**src/rtl/cpu_pkg.sv**
```systemverilog
// Shared definitions for the 8-bit CPU execution core: micro-state codes,
// opcode class / sub-op constants, ALU mode codes and jump condition codes.
// Ports: none (package).
package cpu_pkg;

  // One micro-state per clock; the surrounding CPU decodes these into bus strobes.
  typedef enum logic [4:0] {
    FETCH_PC   = 5'd0,
    FETCH_INST = 5'd1,
    NEXT       = 5'd2,
    ALU_OP     = 5'd3,
    LDI        = 5'd4,
    MOV_FETCH  = 5'd5,
    MOV_LOAD   = 5'd6,
    MOV_STORE  = 5'd7,
    JUMP       = 5'd8,
    OUT_A      = 5'd9,
    HALT       = 5'd10,
    PC_STORE   = 5'd11,
    FETCH_SP   = 5'd12,
    TMP_STORE  = 5'd13,
    TMP_JUMP   = 5'd14,
    RET        = 5'd15,
    INC_SP     = 5'd16
  } state_e;

  // opcode[7:6]
  localparam logic [1:0] CLS_MOV = 2'b00;
  localparam logic [1:0] CLS_ALU = 2'b01;
  localparam logic [1:0] CLS_SYS = 2'b10;
  localparam logic [7:0] OP_HLT  = 8'hFF;

  // Register code that addresses memory in a MOV (costs an extra operand byte).
  localparam logic [2:0] MEM_REG = 3'd7;

  // System sub-ops (op1)
  localparam logic [2:0] SYS_LDI  = 3'd0;
  localparam logic [2:0] SYS_JMP  = 3'd1;
  localparam logic [2:0] SYS_CALL = 3'd2;
  localparam logic [2:0] SYS_RET  = 3'd3;
  localparam logic [2:0] SYS_OUT  = 3'd4;

  // ALU modes (op1)
  localparam logic [2:0] ALU_ADD = 3'd0;
  localparam logic [2:0] ALU_SUB = 3'd1;
  localparam logic [2:0] ALU_INC = 3'd2;
  localparam logic [2:0] ALU_DEC = 3'd3;
  localparam logic [2:0] ALU_AND = 3'd4;
  localparam logic [2:0] ALU_OR  = 3'd5;
  localparam logic [2:0] ALU_XOR = 3'd6;
  localparam logic [2:0] ALU_NOT = 3'd7;

  // Jump conditions (op2); 5..7 are never taken
  localparam logic [2:0] JC_ALWAYS = 3'd0;
  localparam logic [2:0] JC_Z      = 3'd1;
  localparam logic [2:0] JC_NZ     = 3'd2;
  localparam logic [2:0] JC_EQ     = 3'd3;
  localparam logic [2:0] JC_NE     = 3'd4;

endpackage

```
**src/rtl/cpu_sequencer_if.sv**
```systemverilog
// Bundle between the execution core and the rest of the CPU.
// master = surrounding CPU (drives opcode/operands/bus data), slave = cpu_sequencer.
// Signals: opcode, rega, regb, bus_in in; state, cycle, pc, sp, alu_out, alu_cout, flags, halted out.
interface cpu_sequencer_if #(
  parameter int DATA_W = 8
);
  import cpu_pkg::*;

  logic [7:0]        opcode;
  logic [DATA_W-1:0] rega;
  logic [DATA_W-1:0] regb;
  logic [DATA_W-1:0] bus_in;
  state_e            state;
  logic [3:0]        cycle;
  logic [DATA_W-1:0] pc;
  logic [DATA_W-1:0] sp;
  logic [DATA_W-1:0] alu_out;
  logic              alu_cout;
  logic              flag_z;
  logic              flag_eq;
  logic              halted;

  modport master (
    output opcode, rega, regb, bus_in,
    input  state, cycle, pc, sp, alu_out, alu_cout, flag_z, flag_eq, halted
  );

  modport slave (
    input  opcode, rega, regb, bus_in,
    output state, cycle, pc, sp, alu_out, alu_cout, flag_z, flag_eq, halted
  );
endinterface

```
**src/rtl/updown_counter.sv**
```systemverilog
// Loadable up/down counter used for PC and SP.
// Latency: one clock from load/enable to cnt_o; load has priority over enable.
// Ports: clk, rst_n (async low), en_i, up_i, load_i, load_val_i in; cnt_o out.
module updown_counter #(
  parameter int               WIDTH   = 8,
  parameter logic [WIDTH-1:0] RST_VAL = '0
) (
  input  logic             clk,
  input  logic             rst_n,
  input  logic             en_i,
  input  logic             up_i,
  input  logic             load_i,
  input  logic [WIDTH-1:0] load_val_i,
  output logic [WIDTH-1:0] cnt_o
);
  localparam logic [WIDTH-1:0] ONE = {{(WIDTH-1){1'b0}}, 1'b1};

  logic [WIDTH-1:0] cnt_q;

  // Wraps modulo 2**WIDTH in both directions.
  always_ff @(posedge clk or negedge rst_n) begin
    if (!rst_n) begin
      cnt_q <= RST_VAL;
    end else if (load_i) begin
      cnt_q <= load_val_i;
    end else if (en_i) begin
      cnt_q <= up_i ? cnt_q + ONE : cnt_q - ONE;
    end
  end

  assign cnt_o = cnt_q;
endmodule

```
**src/rtl/cpu_sequencer.sv**
```systemverilog
// Execution core: microcode sequencer, 8-bit ALU, PC and SP.
// Latency: one micro-state per clk; ALU is combinational, flags/PC/SP update on the state's clock edge.
// Ports: clk, reset (async active-low), sif (slave side of cpu_sequencer_if); no backpressure.
module cpu_sequencer
  import cpu_pkg::*;
#(
  parameter int                DATA_W  = 8,
  parameter logic [DATA_W-1:0] SP_INIT = 8'hFF
) (
  input  logic           clk,
  input  logic           reset,
  cpu_sequencer_if.slave sif
);
  localparam logic [DATA_W-1:0] ONE = {{(DATA_W-1){1'b0}}, 1'b1};

  state_e            state_q, state_d;
  logic [3:0]        cycle_q, cycle_d;
  logic              flag_z_q, flag_eq_q, halted_q;
  logic [DATA_W-1:0] pc_q, sp_q;
  logic [DATA_W:0]   alu_wide;
  logic              taken;
  logic              pc_en, pc_load, sp_en, sp_up;

  logic [1:0] op_cls;
  logic [2:0] op1, op2;
  logic       is_hlt;

  assign op_cls = sif.opcode[7:6];
  assign op1    = sif.opcode[5:3];
  assign op2    = sif.opcode[2:0];
  assign is_hlt = (sif.opcode == OP_HLT);

  // ALU: bit DATA_W carries the carry/borrow of ADD/SUB only.
  always_comb begin
    alu_wide = '0;
    case (op1)
      ALU_ADD: alu_wide = {1'b0, sif.rega} + {1'b0, sif.regb};
      ALU_SUB: alu_wide = {1'b0, sif.rega} - {1'b0, sif.regb};
      ALU_INC: alu_wide = {1'b0, sif.rega + ONE};
      ALU_DEC: alu_wide = {1'b0, sif.rega - ONE};
      ALU_AND: alu_wide = {1'b0, sif.rega & sif.regb};
      ALU_OR:  alu_wide = {1'b0, sif.rega | sif.regb};
      ALU_XOR: alu_wide = {1'b0, sif.rega ^ sif.regb};
      default: alu_wide = {1'b0, ~sif.rega};
    endcase
  end

  always_comb begin
    taken = 1'b0;
    case (op2)
      JC_ALWAYS: taken = 1'b1;
      JC_Z:      taken = flag_z_q;
      JC_NZ:     taken = !flag_z_q;
      JC_EQ:     taken = flag_eq_q;
      JC_NE:     taken = !flag_eq_q;
      default:   taken = 1'b0;
    endcase
  end

  // Next-state. FETCH_PC and FETCH_SP are shared by several sequences:
  // cycle 0 distinguishes the opcode fetch from an operand fetch, and op1
  // picks the CALL vs RET continuation after FETCH_SP.
  always_comb begin
    state_d = state_q;
    cycle_d = cycle_q + 4'd1;
    case (state_q)
      FETCH_PC: begin
        if (cycle_q == 4'd0)        state_d = FETCH_INST;
        else if (op1 == SYS_LDI)    state_d = LDI;
        else if (op1 == SYS_JMP)    state_d = JUMP;
        else                        state_d = TMP_STORE;
      end
      FETCH_INST: begin
        state_d = NEXT;
        if (is_hlt) begin
          state_d = HALT;
        end else if (op_cls == CLS_MOV) begin
          state_d = MOV_FETCH;
        end else if (op_cls == CLS_ALU) begin
          state_d = ALU_OP;
        end else if (op_cls == CLS_SYS) begin
          case (op1)
            SYS_LDI, SYS_JMP, SYS_CALL: state_d = FETCH_PC;
            SYS_RET:                    state_d = INC_SP;
            SYS_OUT:                    state_d = OUT_A;
            default:                    state_d = NEXT;
          endcase
        end
      end
      MOV_FETCH: state_d = MOV_LOAD;
      MOV_LOAD:  state_d = MOV_STORE;
      TMP_STORE: state_d = FETCH_SP;
      FETCH_SP:  state_d = (op1 == SYS_CALL) ? PC_STORE : RET;
      PC_STORE:  state_d = TMP_JUMP;
      INC_SP:    state_d = FETCH_SP;
      ALU_OP, LDI, MOV_STORE, JUMP, TMP_JUMP, RET, OUT_A: state_d = NEXT;
      NEXT: begin
        state_d = FETCH_PC;
        cycle_d = 4'd0;
      end
      HALT: begin
        state_d = HALT;
        cycle_d = cycle_q;
      end
      default: begin
        state_d = FETCH_PC;
        cycle_d = 4'd0;
      end
    endcase
  end

  // An untaken jump leaves PC alone: its operand byte was already skipped.
  assign pc_en   = (state_q == FETCH_PC) ||
                   ((state_q == MOV_FETCH) && ((op1 == MEM_REG) || (op2 == MEM_REG)));
  assign pc_load = (state_q == TMP_JUMP) || (state_q == RET) || ((state_q == JUMP) && taken);
  assign sp_en   = (state_q == TMP_JUMP) || (state_q == INC_SP);
  assign sp_up   = (state_q == INC_SP);

  always_ff @(posedge clk or negedge reset) begin
    if (!reset) begin
      state_q   <= FETCH_PC;
      cycle_q   <= 4'd0;
      flag_z_q  <= 1'b0;
      flag_eq_q <= 1'b0;
      halted_q  <= 1'b0;
    end else begin
      state_q  <= state_d;
      cycle_q  <= cycle_d;
      halted_q <= (state_d == HALT);
      if (state_q == ALU_OP) begin
        flag_z_q  <= (alu_wide[DATA_W-1:0] == '0);
        flag_eq_q <= (sif.rega == sif.regb);
      end
    end
  end

  updown_counter #(.WIDTH(DATA_W), .RST_VAL({DATA_W{1'b0}})) u_pc (
    .clk        (clk),
    .rst_n      (reset),
    .en_i       (pc_en),
    .up_i       (1'b1),
    .load_i     (pc_load),
    .load_val_i (sif.bus_in),
    .cnt_o      (pc_q)
  );

  updown_counter #(.WIDTH(DATA_W), .RST_VAL(SP_INIT)) u_sp (
    .clk        (clk),
    .rst_n      (reset),
    .en_i       (sp_en),
    .up_i       (sp_up),
    .load_i     (1'b0),
    .load_val_i ({DATA_W{1'b0}}),
    .cnt_o      (sp_q)
  );

  assign sif.state    = state_q;
  assign sif.cycle    = cycle_q;
  assign sif.pc       = pc_q;
  assign sif.sp       = sp_q;
  assign sif.alu_out  = alu_wide[DATA_W-1:0];
  assign sif.alu_cout = alu_wide[DATA_W];
  assign sif.flag_z   = flag_z_q;
  assign sif.flag_eq  = flag_eq_q;
  assign sif.halted   = halted_q;
endmodule

```
**src/flat_wrapper.sv**
```systemverilog
// flat-port wrapper written by rule: the top's interface ports become plain ports
module cpu_sequencer_flat import cpu_pkg::*;
#(
  parameter int                DATA_W  = 8,
  parameter logic [DATA_W-1:0] SP_INIT = 8'hFF
)
  (clk, reset, sif_opcode, sif_rega, sif_regb, sif_bus_in, sif_state, sif_cycle, sif_pc, sif_sp, sif_alu_out, sif_alu_cout, sif_flag_z, sif_flag_eq, sif_halted);
  cpu_sequencer_if #(.DATA_W(DATA_W)) sif_i ();
  input  logic clk;
  input  logic reset;
  input wire logic [$bits(sif_i.opcode)-1:0] sif_opcode;
  input wire logic [$bits(sif_i.rega)-1:0] sif_rega;
  input wire logic [$bits(sif_i.regb)-1:0] sif_regb;
  input wire logic [$bits(sif_i.bus_in)-1:0] sif_bus_in;
  output wire logic [$bits(sif_i.state)-1:0] sif_state;
  output wire logic [$bits(sif_i.cycle)-1:0] sif_cycle;
  output wire logic [$bits(sif_i.pc)-1:0] sif_pc;
  output wire logic [$bits(sif_i.sp)-1:0] sif_sp;
  output wire logic [$bits(sif_i.alu_out)-1:0] sif_alu_out;
  output wire logic [$bits(sif_i.alu_cout)-1:0] sif_alu_cout;
  output wire logic [$bits(sif_i.flag_z)-1:0] sif_flag_z;
  output wire logic [$bits(sif_i.flag_eq)-1:0] sif_flag_eq;
  output wire logic [$bits(sif_i.halted)-1:0] sif_halted;
  assign sif_i.opcode = sif_opcode;
  assign sif_i.rega = sif_rega;
  assign sif_i.regb = sif_regb;
  assign sif_i.bus_in = sif_bus_in;
  assign sif_state = sif_i.state;
  assign sif_cycle = sif_i.cycle;
  assign sif_pc = sif_i.pc;
  assign sif_sp = sif_i.sp;
  assign sif_alu_out = sif_i.alu_out;
  assign sif_alu_cout = sif_i.alu_cout;
  assign sif_flag_z = sif_i.flag_z;
  assign sif_flag_eq = sif_i.flag_eq;
  assign sif_halted = sif_i.halted;
  cpu_sequencer #(.DATA_W(DATA_W), .SP_INIT(SP_INIT)) u_core (.clk(clk), .reset(reset), .sif(sif_i));
endmodule
```
**config.mk**
```make
export PLATFORM = sky130hd
export DESIGN_NAME = cpu_sequencer_flat
export DESIGN_NICKNAME = d
export VERILOG_FILES = /design/src/rtl/cpu_pkg.sv /design/src/rtl/cpu_sequencer_if.sv /design/src/rtl/updown_counter.sv /design/src/rtl/cpu_sequencer.sv /design/src/flat_wrapper.sv
export SDC_FILE = /design/constraint.sdc
export NUM_CORES = 1
export LEC_CHECK = 0
export BUFFER_PORTS_ARGS = -buffer_cell sky130_fd_sc_hd__buf_2
export CAP_MARGIN = 10
export CORE_MARGIN = 2
export CORE_UTILIZATION = 52
export CTS_BUF_LIST = sky130_fd_sc_hd__clkbuf_16
export CTS_CLUSTER_DIAMETER = 100
export DETAILED_ROUTE_END_ITERATION = 10
export PLACE_DENSITY = 0.79
export SYNTH_ARGS = -nofsm -noshare
export SYNTH_HDL_FRONTEND = slang
export SYNTH_HIERARCHICAL = 1
export SYNTH_SLANG_ARGS = --single-unit
```
**constraint.sdc**
```tcl
create_clock -name clk -period 3.02 [get_ports clk]
set_input_delay 0.151 -clock clk [delete_from_list [all_inputs] [get_ports clk]]
set_output_delay 0.151 -clock clk [all_outputs]
set_load 0.02 [all_outputs]
```
# Word level (Yosys, flattened, before mapping)
# Index checks and enable logic that the tools add are counted.
[word_totals]
out_inout_bits = 37
in_bits = 34
register_bits = 28
elab_cells = 87
[classes]
reduce_logical = 20
muxes = 16
n_eq_ne = 32
n_addsub = 8
bitwise_logic = 4
[op_table]
columns = ["cell", "count"]
rows = [
  ["9-bit case mux with 7 select lines", 1],
  ["5-bit by 4-bit == test with 1-bit output, second input constant", 9],
  ["5-bit case mux with 9 select lines", 1],
  ["5-bit two-way mux", 6],
  ["8-bit by 1-bit adder with 8-bit output, second input constant", 3],
  ["8-bit two-way mux", 3],
  ["5-bit by 3-bit == test with 1-bit output, second input constant", 4],
  ["3-bit == test, second input constant", 6],
  ["8-bit by 1-bit subtractor with 8-bit output, second input constant", 2],
  ["5-bit case mux with 3 select lines", 1],
  ["15-bit OR reduction", 1],
  ["3-bit by 2-bit == test with 1-bit output, second input constant", 4],
  ["8-bit by 8-bit adder with 9-bit output", 1],
  ["8-bit by 8-bit subtractor with 9-bit output", 1],
  ["8-bit bitwise AND", 1],
  ["8-bit == test", 1],
  ["8-bit == test, second input constant", 1],
  ["8-bit zero test", 1],
  ["8-bit inverter", 1],
  ["8-bit bitwise OR", 1],
  ["4-bit case mux with 2 select lines", 1],
  ["8-bit XOR", 1],
  ["7-bit OR reduction", 1],
  ["3-bit by 1-bit == test with 1-bit output, second input constant", 2],
  ["other kinds (18)", 26],
]

# Depth between registers and ports, before layout
[logic_depth]
word_depth = 9
depth_mapped = 12

# Hierarchy
# Netlist, hierarchy kept.
[by_module_without_submodules]
columns = ["module", "instances", "cells_per_inst", "area_each_um2"]
rows = [
  ["cpu_sequencer", 1, 342, 2413.6],
  ["updown_counter at u_core.u_sp", 1, 75, 678.2],
  ["updown_counter at u_core.u_pc", 1, 75, 668.1],
]

# Worst setup path after synthesis
# No wires, ideal clock.
[synth_path]
path_type = "input to register"
start = "input sif_opcode[5]"
end = "register u_core.flag_z_q, in the netlist u_core/sif.flag_z"
cell_stages = 11
arrival_time_ns = 3.020
slack_ns = -0.074
t_required_ns = 2.946
n_path_buf = 1
cell_sequence = "clkbuf_1 nand3b_1 xnor2_1 ha_1 or3b_1 a41oi_2 a31oi_1 a311o_1 or4_1 a2111o_1 o21ai_2"
[synth_between]
elab_chain_len = 3
word_cells_on_any_way = 9
classes_between = "eq/ne (6); mux (1); reduce/logical (2)"
[synth_lines]
columns = ["item", "line_no", "text"]
rows = [
  ["start, declared", "flat_wrapper.sv:11", "input wire logic [$bits(sif_i.opcode)-1:0] sif_opcode;"],
  ["3-bit == test, or another cell as far along", "cpu_sequencer.sv:36", "case (op1)"],
  ["9-bit case mux with 7 select lines (*)", "cpu_sequencer.sv:36", ""],
  ["named net sif_alu_out[2]", "flat_wrapper.sv:19", "output wire logic [$bits(sif_i.alu_out)-1:0] sif_alu_out;"],
  ["8-bit zero test (*)", "cpu_sequencer.sv:131", "flag_z_q <= (alu_wide[DATA_W-1:0] == '0);"],
  ["end signal, assigned", "cpu_sequencer.sv:131", ""],
  ["end, declared", "cpu_sequencer.sv:18", "logic flag_z_q, flag_eq_q, halted_q;"],
]
# Mark *: on every way through the listed nets, which the timed path passes. The rest lies on a longest branch.
# A chain may end at the register's enable or synchronous reset.

# Worst setup path in the final report
[layout_path]
start = "register u_core.state_q[0], in the netlist u_core/sif.state[0]"
end = "register u_core.u_sp.cnt_q[7], in the netlist u_core/u_sp/cnt_o[7]"
[layout_between]
elab_chain_len = 2
word_cells_on_any_way = 4
classes_between = "eq/ne (2); mux (1); reduce/logical (1)"
[layout_lines]
columns = ["item", "line_no", "text"]
rows = [
  ["start, declared", "cpu_sequencer.sv:16", "state_e state_q, state_d;"],
  ["start signal, assigned", "cpu_sequencer.sv:127", "state_q <= state_d;"],
  ["5-bit == test (*)", "cpu_sequencer.sv:117", "assign sp_up = (state_q == INC_SP);"],
  ["named net u_core.sp_up", "cpu_sequencer.sv:22", "logic pc_en, pc_load, sp_en, sp_up;"],
  ["8-bit two-way mux or 1-bit logical OR (tied branches)", "updown_counter.sv:27, cpu_sequencer.sv:116", ""],
  ["end signal, assigned", "updown_counter.sv:25", "cnt_q <= load_val_i;"],
  ["end signal, assigned", "updown_counter.sv:27", "cnt_q <= up_i ? cnt_q + ONE : cnt_q - ONE;"],
  ["end, declared", "updown_counter.sv:18", "logic [WIDTH-1:0] cnt_q;"],
]
# Marked as above.

==> flow_metrics.py <==
metrics = {
    "status": {
        "status": "completed",
    },
    "yosys": {
        "synthFlopType": "dfrtp_1",
        "synth_seq_area_share_pct": 18.9,
        "synth.distinct_cells": 71,
        "synth_top_cell_area_share_pct": 13.3,
        "syn_area_um2": 3760,
        "postSynthAreaPerCell_um2": 7.64,
        "synthCells": 492,
        "async_flop_share_pct": 100,
        "yosysTopAreaCell": "dfrtp_1",
        "synth_edf_count": 0,
        "synth_warnings": 6,
        "synth-seq-cells": 28,
        "synth_area_leaders": "dfrtp_1 (13%), ha_1 (13%), dfstp_2 (5.6%)",
    },
    "power": {
        "ir_drop_v": 0.000278,
        "total_power_mw": 2.77,
        "leakage_nw": 1.99,
        "p_per_area_nw_per_um2": 635,
    },
    "clock_network": {
        "postCtsResizedCells": 0,
        "cts_max_level": 1,
        "path_clk_slew_ns": 0.07,
        "cts_root_buffer": "clkbuf_16",
        "clkSinkCount": 28,
        "cts_setup_buffers": 0,
        "max-clock-path-buffers": 2,
        "cts_tree": "yes",
        "insertion_delay_ns": 0.26,
        "postCtsHoldBufs": 1,
        "numCtsBuffers": 3,
    },
    "grt": {
        "track_usage_pct": 26.0,
        "overflow": 0,
        "grt_pass1_wl_um": 16800,
        "grt_pass1_vias": 3791,
        "grt_max_degree": 38,
        "antenna_found_initial": 0,
    },
    "finish": {
        "diodes": 0,
        "area_growth_pct": 16.2,
        "ff_latch_area_um2": 711,
        "final_common_cell": "buf_2",
        "layout-drive-gt1-share_pct": 19.3,
        "n_fill_cell": 654,
        "fin_nets": 644,
        "final_cell_mix": "buf_2 (70), nand2_1 (48), ha_1 (38)",
        "multi_input_area_um2": 2840,
    },
    "drt": {
        "drc": 0,
        "ant_nets": 0,
        "avgViaCountPerCell": 6.06,
        "drt-initial-drc-count": 223,
        "drt_pass1_iterations": 5,
        "wire_per_inst_um": 15.5,
        "wl_um": 10300,
        "route.vias.total": 4012,
    },
    "floorplan": {
        "coreArea_um2": 6910,
        "die_h_um": 89.0,
        "die_w_um": 89.0,
        "dieArea_um2": 7930,
        "rows": 30,
        "start_util_pct": 54.4,
        "ios": 71,
    },
    "worst_setup_path": {
        "crit_fanout": 7,
        "rr_startpoint": "u_core/sif.state[0]$_DFF_PN0_",
        "startpoint_type": "flop",
        "r2r_slack_ns": 0.27,
        "r2r-end": "u_core/u_sp/cnt_o[7]$_DFFE_PN1P_",
        "worstPathArrival_ns": 2.92,
        "worstSetupEndpointType": "flop",
        "path_class": "reg2reg",
        "required_ns": 3.19,
        "r2r_cells": 10,
    },
    "sta": {
        "relSlewSlack_pct": 57.5,
        "tightest_slew_ns": 0.637,
        "setup_viol": 0,
        "grt_setup_unrepaired": "false",
        "timing.final.ws_setup_ns": 0.274,
        "hold_viol_final": 0,
        "slew_viol_final": 0,
        "period_share_pct": 90.9,
        "finalSetupTns_ns": 0,
        "finClkSkew_ns": 0.00385,
        "max_freq_ghz": 0.364,
        "timing.final.crit_period_ns": 2.75,
    },
    "hold_path": {
        "worstHoldPathCells": 3,
        "min_from": "sif_bus_in[7]",
        "worstHoldEndpoint": "u_core/u_pc/cnt_o[7]$_DFFE_PN0P_",
        "hold_class": "in2reg",
    },
    "placed_design": {
        "port_buffers": 70,
        "place_ws_ns": 0.104,
        "gp_congestion": 0.922,
        "hpwl_um": 7900,
    },
    "run": {
        "max_cap_viol_count": 0,
    },
}
worst max-delay path: stages (launching register included):
cell     delay (ns)
dfrtp_1        0.39
nor3_2         0.21
nand2_1        0.12
inv_1          0.13
inv_1          0.17
ha_1           0.42
o21ai_1        0.12
or3_1          0.39
and4_4         0.20
o31a_1         0.29
o31ai_1        0.23
synthesized netlist by cell type (4+ instances only):
cell	instances
a211oi_1	12
a21o_1	6
a21oi_1	29
a221oi_1	4
a22o_1	4
a31oi_1	8
and2_1	6
buf_2	5
clkbuf_1	21
dfrtp_1	20
dfstp_2	8
fa_1	4
ha_1	39
inv_1	36
mux2i_1	7
nand2_1	48
nand2b_1	6
nand3_1	9
nand3b_1	5
nand4_1	4
nand4b_1	4
nor2_1	27
nor2b_1	10
nor3_1	18
nor3b_1	5
nor4_1	9
nor4b_1	5
o211ai_1	5
o21ai_0	34
o21ai_1	4
o21bai_1	4
o31a_1	4
o31ai_1	4
or3_1	4
xnor2_1	15
how the worst max path moves through the flow:
| stage | slack [ns] | cells past startpoint | from | to |
|---|---|---|---|---|
| 4_1_cts | 0.25 | 10 | u_core/sif.state[0]$_DFF_PN0_ | u_core/u_sp/cnt_o[7]$_DFFE_PN1P_ |
| 3_3_place_gp | 0.19 | 10 | sif_rega[0] | u_core/sif.flag_z$_DFFE_PN0P_ |
| 2_1_floorplan | 0.02 | 11 | sif_opcode[5] | u_core/sif.flag_z$_DFFE_PN0P_ |
| 6_report | 0.27 | 10 | u_core/sif.state[0]$_DFF_PN0_ | u_core/u_sp/cnt_o[7]$_DFFE_PN1P_ |
| 5_1_grt | 0.07 | 10 | u_core/sif.state[0]$_DFF_PN0_ | u_core/u_sp/cnt_o[7]$_DFFE_PN1P_ |
| 3_5_place_dp | 0.10 | 10 | sif_rega[0] | u_core/sif.flag_z$_DFFE_PN0P_ |
state kept, by name (all words and copies together), names as in the netlist:
register and count:
u_core/sif.state 5, u_core/sif.flag_eq 1, u_core/sif.cycle 4, u_core/sif.flag_z 1, u_core/u_sp/cnt_o 8, u_core/u_pc/cnt_o 8
u_core/sif.halted 1
stage by stage:
stage / hold WS (ns) / cell area, um^2 / cells / util, %
floorplan: -0.145 / 3810 / 504 / -
global placement: 0.212 / 4280 / 657 / 62.0
detailed placement: 0.217 / 4280 / 657 / 62.0
CTS: 0.0889 / 4370 / 662 / 63.3
global route: 0.105 / 4370 / 662 / 63.3
finish: 0.0899 / 4370 / 662 / 63.3
cell type report:
type | count | area share, %
Clock buffer | 3 | 1.72
Clock inverter | 1 | 0.0859
Inverter | 37 | 3.18
Multi-Input combinational cell | 410 | 65.0
Sequential cell | 28 | 16.3
Tap cell | 96 | 2.75
Timing Repair Buffer | 87 | 11.0
routing by layer:
layer,vias up,part of all wire (%),GRT usage (%)
li1,1940,-,-
met1,1888,43,33.0
met2,168,49,47.8
met3,16,6.0,1.75
met4,0,1.8,6.92
met5,-,0,0
where the power goes:
group          total, mW  internal, mW  switching, mW
sequential         0.664         0.534          0.130
combinational       1.81         0.734           1.07
clock              0.304         0.177          0.127
cell families after synthesis:
kind of cell / Yosys count / synth area share, %
AND/OR/NAND/NOR: 174 / 24.7
AO/OA/AOI/OAI: 150 / 26.8
buffers and inverters: 66 / 6.96
adder cells (fa/ha/maj): 43 / 15.1
flip-flops: 28 / 18.9
XOR/XNOR: 17 / 3.96
multiplexers: 12 / 3.36
other: 2 / 0.200
(Power assumes the default switching activity.)
